### config.mk
export PLATFORM = sky130hd
export DESIGN_NAME = alu_issue_stage
export DESIGN_NICKNAME = d
export VERILOG_FILES = /design/src/rtl/alu_issue_stage.sv
export SDC_FILE = /design/constraint.sdc
export NUM_CORES = 1
export LEC_CHECK = 0
export ABC_AREA = 1
export CORE_MARGIN = 3
export CORE_UTILIZATION = 35
export CTS_BUF_LIST = sky130_fd_sc_hd__clkbuf_4
export DETAILED_ROUTE_END_ITERATION = 8
export PLACE_DENSITY = 0.69
export SLEW_MARGIN = 20
export SYNTH_ARGS = -nofsm -noshare
export SYNTH_HDL_FRONTEND = slang
export SYNTH_SLANG_ARGS = --single-unit
### constraint.sdc
create_clock -name clk -period 1.9 [get_ports clk]
set_input_delay 0.38 -clock clk [delete_from_list [all_inputs] [get_ports clk]]
set_output_delay 0.38 -clock clk [all_outputs]
set_load 0.1 [all_outputs]
### src/rtl/alu_issue_stage.sv
// alu_issue_stage: decode-to-execute pipeline register for the RV32I integer ALU.
// Decodes OP, OP-IMM, LUI and AUIPC into the ALU opcode and operands, registers
// them with a valid bit, honours stall/flush from the hazard unit and counts
// legal issued instructions.
//
// Optional feature macro: ALU_ISSUE_BUBBLE_CLR_EN
//   defined     -> bubbles and flushes zero aluA, aluB, aluOp and rdAddr
//   not defined -> bubbles and flushes leave the data fields untouched
module alu_issue_stage (
    input  logic        clk,
    input  logic        rstN,
    input  logic        inValid,
    input  logic [31:0] instr,
    input  logic [31:0] pc,
    input  logic [31:0] rs1Data,
    input  logic [31:0] rs2Data,
    input  logic        stall,
    input  logic        flush,
    output logic        exValid,
    output logic [31:0] aluA,
    output logic [31:0] aluB,
    output logic [3:0]  aluOp,
    output logic [4:0]  rdAddr,
    output logic        regWrite,
    output logic        illegal,
    output logic [31:0] issuedCnt
);

    localparam logic [6:0] OPC_OP     = 7'b0110011;
    localparam logic [6:0] OPC_OP_IMM = 7'b0010011;
    localparam logic [6:0] OPC_LUI    = 7'b0110111;
    localparam logic [6:0] OPC_AUIPC  = 7'b0010111;

    localparam logic [6:0] F7_BASE    = 7'b0000000;
    localparam logic [6:0] F7_ALT     = 7'b0100000;

    localparam logic [2:0] F3_ADD_SUB = 3'b000;
    localparam logic [2:0] F3_SLL     = 3'b001;
    localparam logic [2:0] F3_SRL_SRA = 3'b101;

    // Instruction fields
    logic [6:0]  opcode;
    logic [2:0]  funct3;
    logic [6:0]  funct7;
    logic [4:0]  rd;
    logic [4:0]  shamt;
    logic [31:0] immI;
    logic [31:0] immU;

    assign opcode = instr[6:0];
    assign rd     = instr[11:7];
    assign funct3 = instr[14:12];
    assign shamt  = instr[24:20];
    assign funct7 = instr[31:25];
    assign immI   = {{20{instr[31]}}, instr[31:20]};
    assign immU   = {instr[31:12], 12'b0};

    // Decoded (combinational) results for the instruction on the inputs
    logic [31:0] decA;
    logic [31:0] decB;
    logic [3:0]  decOp;
    logic        decLegal;

    // Stage registers and their next-state values
    logic        exValid_q,   exValid_d;
    logic [31:0] aluA_q,      aluA_d;
    logic [31:0] aluB_q,      aluB_d;
    logic [3:0]  aluOp_q,     aluOp_d;
    logic [4:0]  rdAddr_q,    rdAddr_d;
    logic        regWrite_q,  regWrite_d;
    logic        illegal_q,   illegal_d;
    logic [31:0] issuedCnt_q, issuedCnt_d;

    // Stage control: a capture takes a real instruction, a clear slot is a
    // flush or a bubble (no instruction offered while not stalled).
    logic doCapture;
    logic doClear;

    assign doCapture = !flush && !stall && inValid;
    assign doClear   = flush || (!stall && !inValid);

    // Decode the presented instruction into ALU operands, opcode and legality
    always_comb begin
        decA     = 32'b0;
        decB     = 32'b0;
        decOp    = 4'b0000;
        decLegal = 1'b0;
        case (opcode)
            OPC_OP: begin
                decA = rs1Data;
                decB = rs2Data;
                if (funct7 == F7_BASE) begin
                    decLegal = 1'b1;
                    decOp    = {1'b0, funct3};
                end else if ((funct7 == F7_ALT) &&
                             ((funct3 == F3_ADD_SUB) || (funct3 == F3_SRL_SRA))) begin
                    decLegal = 1'b1;
                    decOp    = {1'b1, funct3};
                end
            end
            OPC_OP_IMM: begin
                decA = rs1Data;
                case (funct3)
                    F3_SLL: begin
                        decB     = {27'b0, shamt};
                        decOp    = {1'b0, F3_SLL};
                        decLegal = (funct7 == F7_BASE);
                    end
                    F3_SRL_SRA: begin
                        decB     = {27'b0, shamt};
                        decOp    = {instr[30], F3_SRL_SRA};
                        decLegal = (funct7 == F7_BASE) || (funct7 == F7_ALT);
                    end
                    default: begin
                        decB     = immI;
                        decOp    = {1'b0, funct3};
                        decLegal = 1'b1;
                    end
                endcase
            end
            OPC_LUI: begin
                decA     = 32'b0;
                decB     = immU;
                decOp    = 4'b0000;
                decLegal = 1'b1;
            end
            OPC_AUIPC: begin
                decA     = pc;
                decB     = immU;
                decOp    = 4'b0000;
                decLegal = 1'b1;
            end
            default: begin
                decLegal = 1'b0;
            end
        endcase
        // Unsupported encodings present a harmless add to the ALU
        if (!decLegal) begin
            decOp = 4'b0000;
        end
    end

    // Next-state selection: flush beats stall, stall beats capture
    always_comb begin
        exValid_d   = exValid_q;
        aluA_d      = aluA_q;
        aluB_d      = aluB_q;
        aluOp_d     = aluOp_q;
        rdAddr_d    = rdAddr_q;
        regWrite_d  = regWrite_q;
        illegal_d   = illegal_q;
        issuedCnt_d = issuedCnt_q;
        if (doClear) begin
            exValid_d  = 1'b0;
            regWrite_d = 1'b0;
            illegal_d  = 1'b0;
`ifdef ALU_ISSUE_BUBBLE_CLR_EN
            aluA_d     = 32'b0;
            aluB_d     = 32'b0;
            aluOp_d    = 4'b0000;
            rdAddr_d   = 5'b0;
`endif
        end else if (doCapture) begin
            exValid_d  = 1'b1;
            aluA_d     = decA;
            aluB_d     = decB;
            aluOp_d    = decOp;
            rdAddr_d   = rd;
            regWrite_d = decLegal && (rd != 5'b0);
            illegal_d  = !decLegal;
            if (decLegal) begin
                issuedCnt_d = issuedCnt_q + 32'd1;
            end
        end
    end

    // Stage register with synchronous active-low reset over every output
    always_ff @(posedge clk) begin
        if (!rstN) begin
            exValid_q   <= 1'b0;
            aluA_q      <= 32'b0;
            aluB_q      <= 32'b0;
            aluOp_q     <= 4'b0000;
            rdAddr_q    <= 5'b0;
            regWrite_q  <= 1'b0;
            illegal_q   <= 1'b0;
            issuedCnt_q <= 32'b0;
        end else begin
            exValid_q   <= exValid_d;
            aluA_q      <= aluA_d;
            aluB_q      <= aluB_d;
            aluOp_q     <= aluOp_d;
            rdAddr_q    <= rdAddr_d;
            regWrite_q  <= regWrite_d;
            illegal_q   <= illegal_d;
            issuedCnt_q <= issuedCnt_d;
        end
    end

    assign exValid   = exValid_q;
    assign aluA      = aluA_q;
    assign aluB      = aluB_q;
    assign aluOp     = aluOp_q;
    assign rdAddr    = rdAddr_q;
    assign regWrite  = regWrite_q;
    assign illegal   = illegal_q;
    assign issuedCnt = issuedCnt_q;

endmodule

Yosys cells after proc, flatten, opt, wreduce, memory -nomap -nowiden

Index checks and enable logic that the tools add are counted.

Register bits: 108
Bits of input ports: 133
Output and inout bits: 108
Logic and storage cells: 51

Add/subtract/negate cells: 1
Equal/unequal tests: 7
Multiplexer cells: 12
Bitwise gates (word level): 2
Reductions and logical operators: 21

Operator list:

| cell                                                            | count |
|---|---|
| 32-bit case mux with 3 select lines                             | 1 |
| 32-bit case mux with 2 select lines                             | 1 |
| 32-bit by 1-bit adder with 32-bit output, second input constant | 1 |
| 32-bit two-way mux                                              | 1 |
| 7-bit by 6-bit == test with 1-bit output, second input constant | 3 |
| 4-bit case mux with 2 select lines                              | 2 |
| 7-bit by 5-bit == test with 1-bit output, second input constant | 2 |
| 4-bit two-way mux                                               | 3 |
| 2-bit OR reduction                                              | 4 |
| 7-bit zero test                                                 | 1 |
| 1-bit logical AND                                               | 5 |
| 5-bit nonzero test                                              | 1 |
| 1-bit zero test                                                 | 4 |
| 3-bit by 1-bit == test with 1-bit output, second input constant | 1 |
| 3-bit == test, second input constant                            | 1 |
| 3-bit zero test                                                 | 1 |
| 1-bit logical OR                                                | 3 |
| 1-bit case mux with 3 select lines                              | 1 |
| 3-bit AND reduction                                             | 1 |
| 1-bit two-way mux                                               | 2 |
| 1-bit NOT                                                       | 2 |
| 1-bit case mux with 2 select lines                              | 1 |
| 2-bit AND reduction                                             | 1 |

Depth between registers and ports, before layout

Depth after elaboration: 7
Mapped depth: 12
Mapped depth without buffers: 11

Least setup slack after synthesis

No wires, ideal clock.

Path kind: register to register
From: register issuedCnt_q[1] (netlist: issuedCnt[1])
To: register issuedCnt_q[20] (netlist: issuedCnt[20])
Setup time: 128 ps
Arrival: 2,280 ps
Required time: 1,772 ps
Setup slack: -508 ps
Cell stages (with the launch flop): 11
Buffers on the path: 0
Clock period less this slack: 2,408 ps
Cells stage by stage: dfxtp_1 ha_1 nand2_1 nor2_1 nand2_1 nor2_2 inv_1 nor3_4 nand4_1 nand2_1 nor2_1

Word-level cells in the longest chain between the ends: 1

Ends and longest elaborated chain:

| what                                     | RTL line | source |
|---|---|---|
| start: declaration                       | 72       | `logic [31:0] issuedCnt_q, issuedCnt_d;` |
| start signal: assignment                 | 196      | `issuedCnt_q <= issuedCnt_d;` |
| 32-bit by 1-bit adder with 32-bit output | 172      | `issuedCnt_d = issuedCnt_q + 32'd1;` |

No other way between the ends.
A chain may end at the register's enable or synchronous reset.

Final worst setup path

From: register issuedCnt_q[0] (netlist: issuedCnt[0])
To: register issuedCnt_q[27] (netlist: issuedCnt[27])

The elaborated chain is that of the path after synthesis.

==> impl_metrics.yaml <==
route:
  drcViolationCount: 0
  routed_via_density: 4.87
  first_pass_iters: 5
  wl_met1_mm: 8.40
  met2_length_mm: 9.49
  wire_per_inst_um: 14.5
  routed_wl_mm: 20.1
  ant_nets: 0
  wl_met3_mm: 1.82
  vias: 6782
  top_layer_used: "met4"
  drtIter0Drc: 400
floorplan:
  dieArea_um2: 18500
  die_w_um: 136
  fp.dieH_um: 136
  ios: 241
  core_area_um2: 16200
  initial_core_util: 0.365
  fp-row-count: 46
timing:
  clock.fmax_ghz: 0.570
  finalSetupViolCount: 0
  final.setup_skew_ns: 0.0156
  hold_viol_final: 0
  holdWs_ns: 0.242
  worst_slew_pin_slew_ns: 0.431
  fin_crit_sh: 0.923
  final.min_clock_period_ns: 1.75
  relSlewSlack: 0.713
  rsz0062_at_grt: "no"
  slew_violations: 0
  tns_ns: 0
  worst_slack_ns: 0.146
worst_setup_path:
  crit_path_max_incr_delay_ns: 0.38
  worst_ep_required_time_ns: 2.34
  critPathKind: "flop to flop"
  crit_fanout: 5
  arrival_ns: 2.19
  crit_slowest_cell: "dfxtp_4"
  timing.critical_path.max_delay_family: "simple AND/OR/NAND/NOR gates"
  critPathBufInv: 3
  path_cells: "buf_4 > inv_1 > nor2_2 > nand2_1 > nor2_2 > nand3_1 > nor2_1 > nand3_1 > nand2_1 > inv_1 > nor2_1"
  startpoint_type: "flop"
  end_kind: "flop"
power:
  ir_worst_vdd_mv: 0.325
  p_sw_frac: 0.324
  seqPwrFrac: 0.522
  switchingPower_mw: 1.44
  clockPowerShare: 0.262
  power_frac_comb: 0.216
  p_int_mw: 3.01
  p_per_area_nw_per_um2: 470
  p_total_mw: 4.46
  leakage_nw: 3.98
layout:
  nNetsFinal: 1305
  area_delta_synth_final_pct: 59.7
  n_fill_cell: 1580
  layout.area.seq_um2: 2200
  drive_above_1_share: 0.219
  layout_common_cells: "235 x nand2_1, 131 x clkdlybuf4s50_1, 117 x inv_1"
  layout_commonest_cell: "nand2_1"
  final_cell_area_um2: 9470
  multi_input_area_um2: 3090
synthesis:
  yosys.area.top_type: "dfxtp_1"
  yosys-top-cells-area: "dfxtp_1 36%, nand2_1 15%, o21ai_0 7.4%, inv_1 7.4%, nand3_1 6.1%"
  ys_types: 34
  netlist_area_um2: 5930
  yosysWarnings: 0
  synth.ff_latch_count: 108
  synth-seq-area-share: 0.365
  synth.top_cell.area_share: 0.365
  synthCells: 913
  synth_fp_nets: 1047
  syn_area_per_cell_um2: 6.50
clock_tree:
  root_buffer: "clkbuf_4"
  cts_max_level: 3
  clockBufferDepth: 2
  cts_buffers: 9
  cts_tree: "done"
  cts.clk_slew.worst_paths_ns: 0.18
  numClockSinks: 108
  postCtsHoldBufs: 0
  clock_latency_ns: 0.49
job:
  cap_violations: 0
place:
  io_buffers: 240
  gp_congestion: 0.848
  dpl_worst_slack_ns: -0.319
  placed_area_um2: 9330
  hpwl_mm: 15.5
grt:
  grt_start_max_net_pins: 51
  grt_overflow_total: 0
  grtUsageTotal: 0.216
  grt_antenna_before_repair: 1
  grt_pass1_vias: 6482
  grt_pass1_wl_mm: 32.2
min_path:
  hp-class: "input port to flop"
status:
  outcome: "finished clean"
==> registers in the layout (all words and copies together), names as in the netlist <==
register and cells:
aluB 32, issuedCnt 32, exValid 1, rdAddr 5, aluA 32, illegal 1
regWrite 1, aluOp 4
==> final timing paths <==
check                                                  end  cells after the start  slack [ns]                 startpoint
worst max-delay path            issuedCnt[27]$_SDFFE_PN0P_                     11        0.15  issuedCnt[0]$_SDFFE_PN0P_
worst min-delay path                rdAddr[0]$_SDFFE_PN0P_                      3        0.24                       rstN
worst max register to register  issuedCnt[27]$_SDFFE_PN0P_                     11        0.15  issuedCnt[0]$_SDFFE_PN0P_
worst min register to register       aluB[23]$_SDFFE_PN0P_                      2        0.48      aluB[23]$_SDFFE_PN0P_
==> what timing repair did <==
item                                    CTS  global route
setup buffers                             0             0
resized for setup                         0             5
endpoints found under the setup margin    0            11
==> power groups by stage <==
stage / registers [mW] / clock network [mW] / logic, mW
3_5_place_dp: 2.37 / 0 / 0.966
6_report: 2.33 / 1.17 / 0.963
4_1_cts: 2.33 / 1.22 / 0.969
2_1_floorplan: 2.66 / 0 / 0.193
3_3_place_gp: 2.37 / 0 / 0.965
5_1_grt: 2.33 / 1.32 / 1.02
==> final cells by class <==
cell class	instances	share of cell area
multi-input cells	632	0.327
diodes	1	0.000264
inverters	119	0.0472
clock inverters	7	0.00634
flip-flops and latches	108	0.232
well taps	216	0.0285
clock buffers	9	0.00713
repair buffers	301	0.352
==> tightest hold or removal path, cell delays in order <==
cell     delay, ns
buf_2         0.18
o21ai_0       0.09
nor2_1        0.04
==> logic make-up (layout without fill, tap and decap cells) <==
family	count (synthesis)	count (layout)	share of synthesized area
buffers and inverters	173	436	0.120
AND/OR/NAND/NOR	452	452	0.338
flip-flops	108	108	0.365
XOR/XNOR	7	7	0.0103
AO/OA/AOI/OAI	172	172	0.165
adder cells (fa/ha/maj)	1	1	0.00211
other	0	1	0
==> cell usage after synthesis (all sizes together) <==
library cell,number
xor2,6
nor3,7
nand2,239
inv,119
a21oi,51
nand3b,3
and3,1
o21ai,89
nor3b,1
ha,1
xnor2,1
nor2,93
buf,25
nand4,33
nand3,75
a31o,32
clkbuf,29
dfxtp,108
==> per-layer routing <==
layer  up-vias  track usage
li1       3467            -
met2       254        0.369
met1      3032        0.260
met5         -            0
met4         0       0.0728
met3        29       0.0618
==> stage by stage <==
stage           util  std cells
6_report       0.584       1393
5_1_grt        0.584       1393
4_1_cts        0.583       1392
3_3_place_gp   0.575       1376
3_5_place_dp   0.575       1376
2_1_floorplan      -        913
Power figures use the tool's default switching activity.
